**src/rtl/spi7001_rx_decoder.sv**
```systemverilog
// spi7001_rx_decoder: receiver for the SPI7001 DCLK/SDI/LE/scan pins.
// Oversamples the pins in the I_clk domain, rebuilds grayscale words,
// decodes LE-width commands and gathers full latch groups with their scan row.
module spi7001_rx_decoder #(
  parameter int WORD_W          = 16,
  parameter int WORDS_PER_LATCH = 6,
  parameter int SYNC_STAGES     = 2
) (
  input  logic                              I_clk,
  input  logic                              I_rst,
  input  logic                              I_dclk,
  input  logic                              I_sdi,
  input  logic                              I_le,
  input  logic [3:0]                        I_scan,
  output logic                              O_word_valid,
  output logic [WORD_W-1:0]                 O_word_data,
  output logic [2:0]                        O_word_idx,
  output logic                              O_latch_valid,
  output logic [WORD_W*WORDS_PER_LATCH-1:0] O_latch_data,
  output logic [1:0]                        O_latch_row,
  output logic                              O_vsync,
  output logic                              O_cmd_valid,
  output logic [3:0]                        O_cmd_code,
  output logic                              O_err
);

  localparam int         LATCH_W   = WORD_W * WORDS_PER_LATCH;
  localparam int         LAST      = SYNC_STAGES - 1;
  localparam logic [2:0] LAST_IDX  = 3'(WORDS_PER_LATCH - 1);
  localparam logic [4:0] FULL_BITS = 5'(WORD_W);

  // Pin synchronizers, edge-detect delay flops and the post-reset priming chain
  logic [SYNC_STAGES-1:0] dclk_sync_q, dclk_sync_d;
  logic [SYNC_STAGES-1:0] sdi_sync_q, sdi_sync_d;
  logic [SYNC_STAGES-1:0] le_sync_q, le_sync_d;
  logic [3:0]             scan_sync_q [SYNC_STAGES];
  logic [3:0]             scan_sync_d [SYNC_STAGES];
  logic [SYNC_STAGES:0]   primed_q, primed_d;
  logic                   dclk_dly_q, dclk_dly_d;
  logic                   sdi_dly_q, sdi_dly_d;
  logic                   le_dly_q, le_dly_d;
  logic                   dclk_rise_q, dclk_rise_d;
  logic                   le_rise_q, le_rise_d;
  logic                   le_fall_q, le_fall_d;

  // Serial assembly, LE decode state and word slots
  logic [WORD_W-1:0]      shift_q, shift_d;
  logic [4:0]             bit_cnt_q, bit_cnt_d;
  logic [3:0]             le_cnt_q, le_cnt_d;
  logic                   le_armed_q, le_armed_d;
  logic [2:0]             group_idx_q, group_idx_d;
  logic [WORD_W-1:0]      slot_q [WORDS_PER_LATCH];
  logic [WORD_W-1:0]      slot_d [WORDS_PER_LATCH];

  // Registered outputs
  logic                   word_valid_q, word_valid_d;
  logic [WORD_W-1:0]      word_data_q, word_data_d;
  logic [2:0]             word_idx_q, word_idx_d;
  logic                   latch_valid_q, latch_valid_d;
  logic [LATCH_W-1:0]     latch_data_q, latch_data_d;
  logic [1:0]             latch_row_q, latch_row_d;
  logic                   vsync_q, vsync_d;
  logic                   cmd_valid_q, cmd_valid_d;
  logic [3:0]             cmd_code_q, cmd_code_d;
  logic                   err_q, err_d;

  // Sample the pins and flag edges; edges stay masked until the sync chain and
  // delay flop hold real pin values, so a level present at reset release is not an edge
  always_comb begin
    dclk_sync_d    = {dclk_sync_q[SYNC_STAGES-2:0], I_dclk};
    sdi_sync_d     = {sdi_sync_q[SYNC_STAGES-2:0], I_sdi};
    le_sync_d      = {le_sync_q[SYNC_STAGES-2:0], I_le};
    scan_sync_d[0] = I_scan;
    for (int i = 1; i < SYNC_STAGES; i++) scan_sync_d[i] = scan_sync_q[i-1];
    primed_d       = {primed_q[SYNC_STAGES-1:0], 1'b1};
    dclk_dly_d     = dclk_sync_q[LAST];
    sdi_dly_d      = sdi_sync_q[LAST];
    le_dly_d       = le_sync_q[LAST];
    dclk_rise_d    = primed_q[SYNC_STAGES] & dclk_sync_q[LAST] & ~dclk_dly_q;
    le_rise_d      = primed_q[SYNC_STAGES] & le_sync_q[LAST] & ~le_dly_q;
    le_fall_d      = primed_q[SYNC_STAGES] & ~le_sync_q[LAST] & le_dly_q;
  end

  // Shift/count on DCLK rise first, then decode an armed LE fall from the updated counts
  always_comb begin
    shift_d       = shift_q;
    bit_cnt_d     = bit_cnt_q;
    le_cnt_d      = le_cnt_q;
    le_armed_d    = le_armed_q;
    group_idx_d   = group_idx_q;
    slot_d        = slot_q;
    word_valid_d  = 1'b0;
    word_data_d   = word_data_q;
    word_idx_d    = word_idx_q;
    latch_valid_d = 1'b0;
    latch_data_d  = latch_data_q;
    latch_row_d   = latch_row_q;
    vsync_d       = 1'b0;
    cmd_valid_d   = 1'b0;
    cmd_code_d    = cmd_code_q;
    err_d         = 1'b0;

    if (dclk_rise_q) begin
      shift_d = {shift_q[WORD_W-2:0], sdi_dly_q};
      if (bit_cnt_q != 5'd31) bit_cnt_d = bit_cnt_q + 5'd1;
      if (le_dly_q && (le_cnt_q != 4'd15)) le_cnt_d = le_cnt_q + 4'd1;
    end

    if (le_rise_q) le_armed_d = 1'b1;

    if (le_fall_q && le_armed_q) begin
      case (le_cnt_d)
        4'd0: err_d = 1'b1;
        4'd1: begin
          if (bit_cnt_d != FULL_BITS) begin
            err_d = 1'b1;
          end else begin
            word_valid_d         = 1'b1;
            word_data_d          = shift_d;
            word_idx_d           = group_idx_q;
            slot_d[group_idx_q]  = shift_d;
            if (group_idx_q == LAST_IDX) begin
              latch_valid_d = 1'b1;
              for (int i = 0; i < WORDS_PER_LATCH; i++)
                latch_data_d[LATCH_W-1-i*WORD_W -: WORD_W] = slot_d[i];
              group_idx_d = 3'd0;
              case (scan_sync_q[LAST])
                4'b0001: latch_row_d = 2'd0;
                4'b0010: latch_row_d = 2'd1;
                4'b0100: latch_row_d = 2'd2;
                4'b1000: latch_row_d = 2'd3;
                default: begin
                  latch_row_d = 2'd0;
                  err_d       = 1'b1;
                end
              endcase
            end else begin
              group_idx_d = group_idx_q + 3'd1;
            end
          end
        end
        4'd2: begin
          vsync_d     = 1'b1;
          group_idx_d = 3'd0;
        end
        default: begin
          cmd_valid_d = 1'b1;
          cmd_code_d  = le_cnt_d;
        end
      endcase
      le_armed_d = 1'b0;
      bit_cnt_d  = 5'd0;
      le_cnt_d   = 4'd0;
    end
  end

  // State and output registers; reset drops every partial word and group
  always_ff @(posedge I_clk or posedge I_rst) begin
    if (I_rst) begin
      dclk_sync_q   <= '0;
      sdi_sync_q    <= '0;
      le_sync_q     <= '0;
      for (int i = 0; i < SYNC_STAGES; i++) scan_sync_q[i] <= '0;
      primed_q      <= '0;
      dclk_dly_q    <= 1'b0;
      sdi_dly_q     <= 1'b0;
      le_dly_q      <= 1'b0;
      dclk_rise_q   <= 1'b0;
      le_rise_q     <= 1'b0;
      le_fall_q     <= 1'b0;
      shift_q       <= '0;
      bit_cnt_q     <= '0;
      le_cnt_q      <= '0;
      le_armed_q    <= 1'b0;
      group_idx_q   <= '0;
      for (int i = 0; i < WORDS_PER_LATCH; i++) slot_q[i] <= '0;
      word_valid_q  <= 1'b0;
      word_data_q   <= '0;
      word_idx_q    <= '0;
      latch_valid_q <= 1'b0;
      latch_data_q  <= '0;
      latch_row_q   <= '0;
      vsync_q       <= 1'b0;
      cmd_valid_q   <= 1'b0;
      cmd_code_q    <= '0;
      err_q         <= 1'b0;
    end else begin
      dclk_sync_q   <= dclk_sync_d;
      sdi_sync_q    <= sdi_sync_d;
      le_sync_q     <= le_sync_d;
      scan_sync_q   <= scan_sync_d;
      primed_q      <= primed_d;
      dclk_dly_q    <= dclk_dly_d;
      sdi_dly_q     <= sdi_dly_d;
      le_dly_q      <= le_dly_d;
      dclk_rise_q   <= dclk_rise_d;
      le_rise_q     <= le_rise_d;
      le_fall_q     <= le_fall_d;
      shift_q       <= shift_d;
      bit_cnt_q     <= bit_cnt_d;
      le_cnt_q      <= le_cnt_d;
      le_armed_q    <= le_armed_d;
      group_idx_q   <= group_idx_d;
      slot_q        <= slot_d;
      word_valid_q  <= word_valid_d;
      word_data_q   <= word_data_d;
      word_idx_q    <= word_idx_d;
      latch_valid_q <= latch_valid_d;
      latch_data_q  <= latch_data_d;
      latch_row_q   <= latch_row_d;
      vsync_q       <= vsync_d;
      cmd_valid_q   <= cmd_valid_d;
      cmd_code_q    <= cmd_code_d;
      err_q         <= err_d;
    end
  end

  assign O_word_valid  = word_valid_q;
  assign O_word_data   = word_data_q;
  assign O_word_idx    = word_idx_q;
  assign O_latch_valid = latch_valid_q;
  assign O_latch_data  = latch_data_q;
  assign O_latch_row   = latch_row_q;
  assign O_vsync       = vsync_q;
  assign O_cmd_valid   = cmd_valid_q;
  assign O_cmd_code    = cmd_code_q;
  assign O_err         = err_q;

endmodule

```
**config.mk**
```make
export PLATFORM = sky130hd
export DESIGN_NAME = spi7001_rx_decoder
export DESIGN_NICKNAME = d
export VERILOG_FILES = /design/src/rtl/spi7001_rx_decoder.sv
export SDC_FILE = /design/constraint.sdc
export NUM_CORES = 1
export LEC_CHECK = 0
export CORE_MARGIN = 2
export CORE_UTILIZATION = 61
export CTS_BUF_LIST = sky130_fd_sc_hd__clkbuf_2 sky130_fd_sc_hd__clkbuf_4 sky130_fd_sc_hd__clkbuf_8
export DETAILED_ROUTE_END_ITERATION = 6
export PLACE_DENSITY_LB_ADDON = 0.1
export RECOVER_POWER = 50
export SLEW_MARGIN = 20
export SYNTH_ARGS = -nofsm -noshare
export SYNTH_HDL_FRONTEND = slang
export SYNTH_SLANG_ARGS = --single-unit
```
**constraint.sdc**
```tcl
create_clock -name I_clk -period 18.2 [get_ports I_clk]
set_input_delay 3.64 -clock I_clk [delete_from_list [all_inputs] [get_ports I_clk]]
set_output_delay 3.64 -clock I_clk [all_outputs]
set_load 0.01 [all_outputs]
```
==> metrics, run 1 <==
violated checks capacitance limit, slew limit; most frequent cells in the layout 258 x dfrtp_1, 171 x mux2_2, 126 x clkdlybuf4s50_1, 53 x clkbuf_8; commonest non-fill, non-tap cell in the layout dfrtp_1; CTS max path bufs 3; CP max FO 93; async set or reset register ratio after synthesis 100%; WL/cell 19.1 um; slew of the pin with the lowest slew margin 3.99 ns; HP Start scan_sync_d[3]$_DFF_PP0_; router iterations before antenna repair 4; total clock sinks 258; final setup fails 0; ANT nets after route 0; Ports 135; Most used DFF post-synth dfrtp_1; row count 46; CP Capture Type asynchronous set/reset pin; H-tree depth 2; largest net degree at the start of global routing 94; Lkg Pwr 5.96 nW; register area 6460 um2; Pwr Density 98.1 nW/um2; die height 131 um; Finished Layout Cells 1,028; hpwl dp 12.4 mm; gpl congestion 0.820; Worst Path Required 18.77 ns; Setup Fix Bufs, Post-CTS 0; share of layout cells above drive strength 1 32.6%; Relative slew margins -168%; Max-Cap Viols 3; DIE WIDTH 131 um; Layout area overhead 23.0%; number of library cell types mapped by synthesis 49; first-pass GRT wire length 33.0 mm; run status finished with violations; Initial Utilization 62.4%; CP startpoint I_rst; CP Launch Type primary input; Placed Cells 960; Tot GR Track Use 23.9%; setup TNS 0 ns; Min Hold Slack 0.347 ns; worst min-delay path class reg -> reg; skew final 0.0173 ns; cell count after synthesis 635; Final Hold Fails 0; Die Area 17,300 um2; number of hold buffers added after CTS 0; initial drt markers 266; CTS Root Cell clkbuf_8; via count 5,680; Synth Area per Inst 15.6 um2; Remaining DRCs 0; FF-to-FF Start dclk_rise_q$_DFF_PP0_; total grt overflow 0; Mapped Area 9910 um2; fmax 0.150 GHz; EDFF count, synth 0; net total in the final layout 797; initial antenna violation count 0; CTS tree built; vias in the first global route 6,197; cts repair resizes 0; syn nets 646; min cycle time layout 6.68 ns; later-pin clock latency in the skew report 0.52 ns; dpl cell area 11,400 um2; Max Slew Vio Count 195; CORE AREA 15,900 um2; worst endpoint data arrival time 7.25 ns; clk slew on worst S/H paths 0.06 ns; footprint of the multi-input gates 3210 um2; post-synthesis sequential area ratio 65.1%; Tot Pwr 1.20 mW; Post-Layout Inst Area 12,200 um2; unrepaired setup endpoints after global routing false; Synth Register Bits 258; fin crit share 36.7%; number of diodes 0; WS Path Type in -> async; total wire length 19.6 mm; layout filler cell count 1,031; cts bufs inserted 40; number of vias per cell 5.53; port bufs 134; synthesis warning total 0; peak supply drop 54.3 uV
logic make-up after synthesis:
family                   share of synthesized area [%]
XOR/XNOR                                         0.618
multiplexers                                      25.3
buffers and inverters                             2.28
AO/OA/AOI/OAI                                     2.07
adder cells (fa/ha/maj)                          0.252
flip-flops                                        65.1
AND/OR/NAND/NOR                                   4.28
other                                           0.0378
path summary, 6_finish.rpt:
| path | slack [ns] | to | cells past startpoint |
|---|---|---|---|
| setup reg to reg | 11.59 | O_latch_data[43]$_DFFE_PP0P_ | 7 |
| hold / removal | 0.35 | scan_sync_q[3]$_DFF_PP0_ | 0 |
| setup / recovery | 11.52 | O_latch_data[54]$_DFFE_PP0P_ | 3 |
| max in group I_clk | 11.59 | O_latch_data[43]$_DFFE_PP0P_ | 7 |
| hold reg to reg | 0.35 | scan_sync_q[3]$_DFF_PP0_ | 0 |
| min in group asynchronous | 4.78 | O_latch_data[18]$_DFFE_PP0P_ | 2 |
layer usage:
metal  share of wire, %  GRT usage [%]
met1                 43           31.8
met2                 49           39.2
met3                5.6           6.17
met4                2.2           7.19
met5                  0              0
power breakdown:
part | switching, mW | internal [mW] | leakage, nW | total (mW)
Sequential | 0.0186 | 0.592 | 3.54 | 0.611
Combinational | 0.0641 | 0.0290 | 1.97 | 0.0931
Clock | 0.208 | 0.284 | 0.449 | 0.492
registers in the layout (all words and copies together), names as in the netlist, 4 cells and up:
signal	count
O_word_data	16
scan_sync_q	4
O_cmd_code	4
bit_cnt_q	5
scan_sync_d	4
le_cnt_q	4
O_latch_data	96
shift_q	16
slot_q	80
through the flow:
stage | util (%) | worst slack (ns)
final | 76.7 | 11.52
after global routing | 76.7 | 10.85
after CTS | 77.0 | 13.05
after detailed placement | 71.8 | 12.49
after global placement | 71.8 | 12.56
after floorplan | - | 7.46
critical path, cell delays in order:
cell and delay (ns):
dlygate4sd3_1 0.54, clkinvlp_2 2.24, buf_6 0.73
cell usage after synthesis, drive strengths merged, types with 6 or more instances:
cell type / count / area, um2
a21oi: 6 / 30.0
buf: 20 / 144
nand3: 6 / 30.0
o21ai: 13 / 65.1
nand2: 21 / 81.3
nor2: 17 / 63.8
mux2: 212 / 2460
dfrtp: 258 / 6460
inv: 11 / 41.3
clkbuf: 11 / 41.3
area by class of cell:
cell class                 count  area share, %
clock buffer                  65           6.72
clock inverter                 3          0.154
inverter                      11          0.349
multi-input combinational    335           26.3
sequential                   258           53.0
tap                          216           2.22
timing repair buffer         140           11.3
Note: power is estimated with default switching activity, not from simulation.
==> run 2, diff against run 1 <==
- CORE_UTILIZATION: 61 -> 57
- clock period: 18.2 -> 6.6 ns (I/O delays scaled with it)
==> run 2 against run 1 <==
Effect of this change:
- the flow still finishes with violations (capacitance limit, slew limit)
- critical path depth unchanged
- flip-flop and latch count unchanged
- setup slack worse by 9.4 ns
- non-clock buffer count up 1
- sequential power rose to 2.7 times the previous value
- power rose to 2.7 times the previous value
- via count down 0.14%
- hold slack worse by 0.0024 ns
- clock skew up 0.00061 ns
- sequential share of layout area down 0.16 points
- cell count up 0.88%
- critical path type unchanged
==> metrics, run 2 (synthesis gave the netlist of run 1 again) <==
Pwr Density 267 nW/um2 (+170%); worst min-delay path class reg -> reg; vias in the first global route 6,076 (-2.0%); Die Area 18,500 um2 (+6.8%); Setup Fix Bufs, Post-CTS 0 (unchanged); run status finished with violations; WL/cell 18.9 um (-0.77%); final setup fails 0 (unchanged); r2r setup slk 2.20 ns (-9.39 ns); violated checks capacitance limit, slew limit; H-tree depth 2 (unchanged); die height 136 um (+3.3%); Post-Layout Inst Area 12,200 um2 (+0.31%); CTS tree built; HP Start scan_sync_d[2]$_DFF_PP0_; number of vias per cell 5.47 (-1.0%); router iterations before antenna repair 7 (+3); unrepaired setup endpoints after global routing false; skew final 0.0180 ns (+0.000614 ns); Max-Cap Viols 2 (-1); initial drt markers 300 (+13%); hpwl dp 12.5 mm (+0.66%); worst reg2reg path depth 7 (unchanged); most frequent cells in the layout 258 x dfrtp_1, 175 x mux2_2, 121 x clkdlybuf4s50_1, 48 x clkbuf_8, 21 x nand2_1; setup TNS 0 ns (unchanged); total grt overflow 0 (unchanged); peak supply drop 143 uV (+160%); Min-Delay Path Depth 0 (unchanged); Initial Utilization 57.7% (-4.7 points); DIE WIDTH 136 um (+3.3%); Remaining DRCs 0 (unchanged); cts bufs inserted 41 (+2.5%); CTS max path bufs 3 (unchanged); fin crit share 67.9%; Tot GR Track Use 22.6% (-1.3 points); Max Slew Vio Count 124 (-36%); CP Launch Type primary input; ANT nets after route 0 (unchanged); initial antenna violation count 0 (unchanged); layout filler cell count 1,126 (+9.2%); Lkg Pwr 5.97 nW (+0.24%); Layout area overhead 23.3%; first-pass GRT wire length 32.3 mm (-1.9%); Final Hold Fails 0 (unchanged); total wire length 19.6 mm (about the same); routed wl met2 9.62 mm (-0.64%); number of hold buffers added after CTS 0 (unchanged); worst endpoint data arrival time 4.36 ns (-2.89 ns); Worst Path Required 6.48 ns (-12.29 ns); total clock sinks 258 (unchanged); cts repair resizes 0 (unchanged); via count 5,672 (-0.14%); clk slew on worst S/H paths 0.05 ns (about the same); CP max FO 63 (-32%); Routed met3 length 1.28 mm (+15%); later-pin clock latency in the skew report 0.53 ns (about the same); Ports 135 (unchanged); port bufs 134 (unchanged); row count 48 (+4.3%); share of layout cells above drive strength 1 33.7% (+1.1 points); Top Metal Used met4; Tot Pwr 3.26 mW (+170%); Endpoint, Worst Hold scan_sync_q[2]$_DFF_PP0_; fmax 0.223 GHz; CORE AREA 17,200 um2 (+8.1%); gpl congestion 0.813 (-0.85%); Met1 Wirelength 8.40 mm (-0.15%); number of diodes 0 (unchanged); min cycle time layout 4.48 ns; dpl cell area 11,400 um2 (+0.21%); net total in the final layout 799 (+0.25%); CTS Root Cell clkbuf_8; Worst R2R End O_latch_data[17]$_DFFE_PP0P_; Finished Core Util 71.2% (-5.6 points); Relative slew margins -124% (+44 points); WS Path Type in -> async; commonest non-fill, non-tap cell in the layout dfrtp_1; Min Hold Slack 0.345 ns (-0.00244 ns); flip-flop count of the largest register after layout 96 (unchanged); largest net degree at the start of global routing 199 (+110%); FF-to-FF Start dclk_rise_q$_DFF_PP0_; CP Capture Type asynchronous set/reset pin; slew of the pin with the lowest slew margin 3.35 ns (-0.637 ns)
run 2: worst max-delay path by stage:
| stage | end | depth (start not counted) | slack (ns) | from |
|---|---|---|---|---|
| global placement | slot_q[17]$_DFFE_PP0P_ | 6 | 2.47 | dclk_rise_q$_DFF_PP0_ |
| global route | sdi_dly_q$_DFF_PP0_ | 3 | 1.39 | I_rst |
| CTS | O_latch_data[86]$_DFFE_PP0P_ | 7 | 2.29 | dclk_rise_q$_DFF_PP0_ |
| detailed placement | O_latch_data[38]$_DFFE_PP0P_ | 7 | 2.33 | dclk_rise_q$_DFF_PP0_ |
| finish | slot_q[45]$_DFFE_PP0P_ | 3 | 2.12 | I_rst |
| floorplan | O_cmd_code[0]$_DFFE_PP0P_ | 1 | 1.88 | I_rst |
run 2: final cells by class:
class / instances / area [um2] / share of cell area [%]
well taps: 225 / 282 / 2.30
inverters: 11 / 45.0 / 0.368
repair buffers: 141 / 1410 / 11.5
multi-input cells: 335 / 3240 / 26.5
flip-flops and latches: 258 / 6460 / 52.8
clock inverters: 2 / 12.5 / 0.102
clock buffers: 65 / 788 / 6.45
run 2: metal layers:
layer  up-vias  track usage, %
met2       161            36.1
li1       2544               -
met1      2927            30.4
met5         -               0
met3        40            6.49
met4         0            6.60
run 2: per-stage QoR:
step / std cells / setup WS, ns
final: 1037 / 2.12
after global placement: 968 / 2.47
after detailed placement: 969 / 2.33
after CTS: 1036 / 2.29
after floorplan: 635 / 1.88
after global routing: 1037 / 1.39
run 2: power by group:
part           switching [mW]  internal [mW]
Clock                   0.573          0.749
Combinational           0.176         0.0810
Sequential             0.0501           1.63
run 2: critical path: stages:
cell and delay, ns:
dlygate4sd3_1 0.57, clkinvlp_4 0.08, clkbuf_1 2.35
==> run 3, diff against run 2 <==
- clock period: 6.6 -> 4.6 ns (I/O delays scaled with it)
==> run 3 against run 2 <==
Effect of this change:
- the flow still finishes with violations (capacitance limit, slew limit)
- combinational power rose by 52%
- cell area is 1.1% higher
- critical endpoint is now slot_q[69]$_DFFE_PP0P_
- clock skew is 0.0066 ns higher
- hold slack better by 0.0016 ns
- largest cell class unchanged
==> metrics, run 3 (synthesis gave the netlist of run 1 again) <==
worst reg2reg path depth 6 (-1); first-pass GRT wire length 32.8 mm (+1.3%); WL/cell 19.3 um (+1.6%); clk slew on worst S/H paths 0.06 ns (about the same); hpwl dp 13.0 mm (+3.8%); Initial Utilization 57.7% (unchanged); number of diodes 0 (unchanged); Tot Pwr 4.88 mW (+50%); flip-flop count of the largest register after layout 96 (unchanged); peak supply drop 232 uV (+62%); number of vias per cell 5.42 (-0.89%); Remaining DRCs 0 (unchanged); Lkg Pwr 6.05 nW (+1.4%); cts bufs inserted 42 (+2.4%); DIE WIDTH 136 um (unchanged); Setup crit end slot_q[69]$_DFFE_PP0P_; slew of the pin with the lowest slew margin 2.44 ns (-0.912 ns); Max Slew Vio Count 260 (+110%); total clock sinks 258 (unchanged); Final Hold Fails 0 (unchanged); gpl congestion 0.776 (-4.5%); unrepaired setup endpoints after global routing false; violated checks capacitance limit, slew limit; CP Capture Type flop; CP max FO 29 (-54%); r2r setup slk 0.68 ns (-1.52 ns); worst min-delay path class reg -> reg; run status finished with violations; Relative slew margins -62.8% (+61 points); Finished Core Util 72.0% (+0.78 points); CP startpoint le_cnt_q[0]$_DFF_PP0_; Post-Layout Inst Area 12,400 um2 (+1.1%); Setup Fix Bufs, Post-CTS 0 (unchanged); WS Path Type reg -> reg; fin crit share 85.2%; cts repair resizes 0 (unchanged); CTS Root Cell clkbuf_8; Tot GR Track Use 22.9% (+0.31 points); Max-Cap Viols 2 (unchanged); fmax 0.255 GHz; total grt overflow 0 (unchanged); worst endpoint data arrival time 4.31 ns (-0.05 ns); skew final 0.0245 ns (+0.00658 ns); CP Launch Type flop; initial drt markers 341 (+14%); Ports 135 (unchanged); Layout area overhead 24.7%; min cycle time layout 3.92 ns; CTS tree built; vias in the first global route 6,143 (+1.1%); commonest non-fill, non-tap cell in the layout dfrtp_1; setup TNS 0 ns (unchanged); ANT nets after route 0 (unchanged); Min Hold Slack 0.346 ns (+0.00157 ns); row count 48 (unchanged); net total in the final layout 801 (+0.25%); final setup fails 0 (unchanged); Pwr Density 395 nW/um2 (+48%); number of hold buffers added after CTS 0 (unchanged); share of layout cells above drive strength 1 34.9% (+1.2 points); FF-to-FF Start le_cnt_q[0]$_DFF_PP0_; H-tree depth 2 (unchanged); router iterations before antenna repair 5 (-2); Die Area 18,500 um2 (unchanged); port bufs 134 (unchanged); CTS max path bufs 3 (unchanged); CORE AREA 17,200 um2 (unchanged); total wire length 20.2 mm (+2.6%); die height 136 um (unchanged); initial antenna violation count 0 (unchanged); largest net degree at the start of global routing 186 (-6.5%); Worst Path Required 4.99 ns (-1.49 ns); dpl cell area 11,500 um2 (+0.32%); later-pin clock latency in the skew report 0.52 ns (about the same); most frequent cells in the layout 258 x dfrtp_1, 175 x mux2_2, 120 x clkdlybuf4s50_1, 55 x clkbuf_8; Worst R2R End slot_q[69]$_DFFE_PP0P_; via count 5,676 (+0.071%)
-- run 3: cell count changes in the layout (fill, tap and decap cells not counted), sizes merged --
cell / before / now
clkinv: 1 / 8
inv: 10 / 11
bufinv: 0 / 1
clkdlybuf4s50: 121 / 120
buf: 5 / 6
clkbuf: 67 / 68
dlygate4sd3: 13 / 14
clkinvlp: 2 / 1
-- run 3: through the flow --
step / cells / setup WS, ns
2_1_floorplan: 635 / 0.280
3_3_place_gp: 971 / 0.816
3_5_place_dp: 971 / 0.700
4_1_cts: 1047 / 0.679
5_1_grt: 1047 / 0.536
6_report: 1047 / 0.680
-- run 3: routing by layer --
layer  vias to the layer above  wire (um)  GRT usage (%)
li1                       2549          -              -
met1                      2879       8580           30.5
met2                       198       9790           36.6
met3                        50       1290           5.89
met4                         0        494           8.51
met5                         -          0              0
-- run 3: power breakdown --
group	switching (mW)	total [mW]	leakage, nW	internal [mW]
clock	0.862	2.08	0.496	1.22
sequential	0.0693	2.41	3.54	2.34
combinational	0.276	0.390	2.02	0.114
-- run 3: worst max-delay path, cell delays in order, from the launching register on --
cell and delay (ns):
dfrtp_1 0.46, ha_1 0.42, or4b_1 0.59, a21o_1 0.23
or4_4 0.71, or4_1 0.92, mux2_4 0.45
-- run 3: worst min path at each step --
stage | from | end | cells past startpoint
2_1_floorplan | dclk_sync_q[0]$_DFF_PP0_ | dclk_sync_q[1]$_DFF_PP0_ | 0
3_5_place_dp | le_sync_q[0]$_DFF_PP0_ | le_sync_q[1]$_DFF_PP0_ | 0
4_1_cts | le_sync_q[0]$_DFF_PP0_ | le_sync_q[1]$_DFF_PP0_ | 0
3_3_place_gp | primed_q[0]$_DFF_PP0_ | primed_q[1]$_DFF_PP0_ | 0
5_1_grt | sdi_sync_q[1]$_DFF_PP0_ | sdi_dly_q$_DFF_PP0_ | 0
6_report | scan_sync_d[2]$_DFF_PP0_ | scan_sync_q[2]$_DFF_PP0_ | 0
-- run 3: final cells by class --
| type | instances | area (um2) |
|---|---|---|
| Timing Repair Buffer | 142 | 1420 |
| Multi-Input combinational cell | 335 | 3240 |
| Tap cell | 225 | 282 |
| Clock inverter | 10 | 78.8 |
| Inverter | 11 | 45.0 |
| Sequential cell | 258 | 6460 |
| Clock buffer | 66 | 840 |
| Fill cell | 1157 | 4810 |
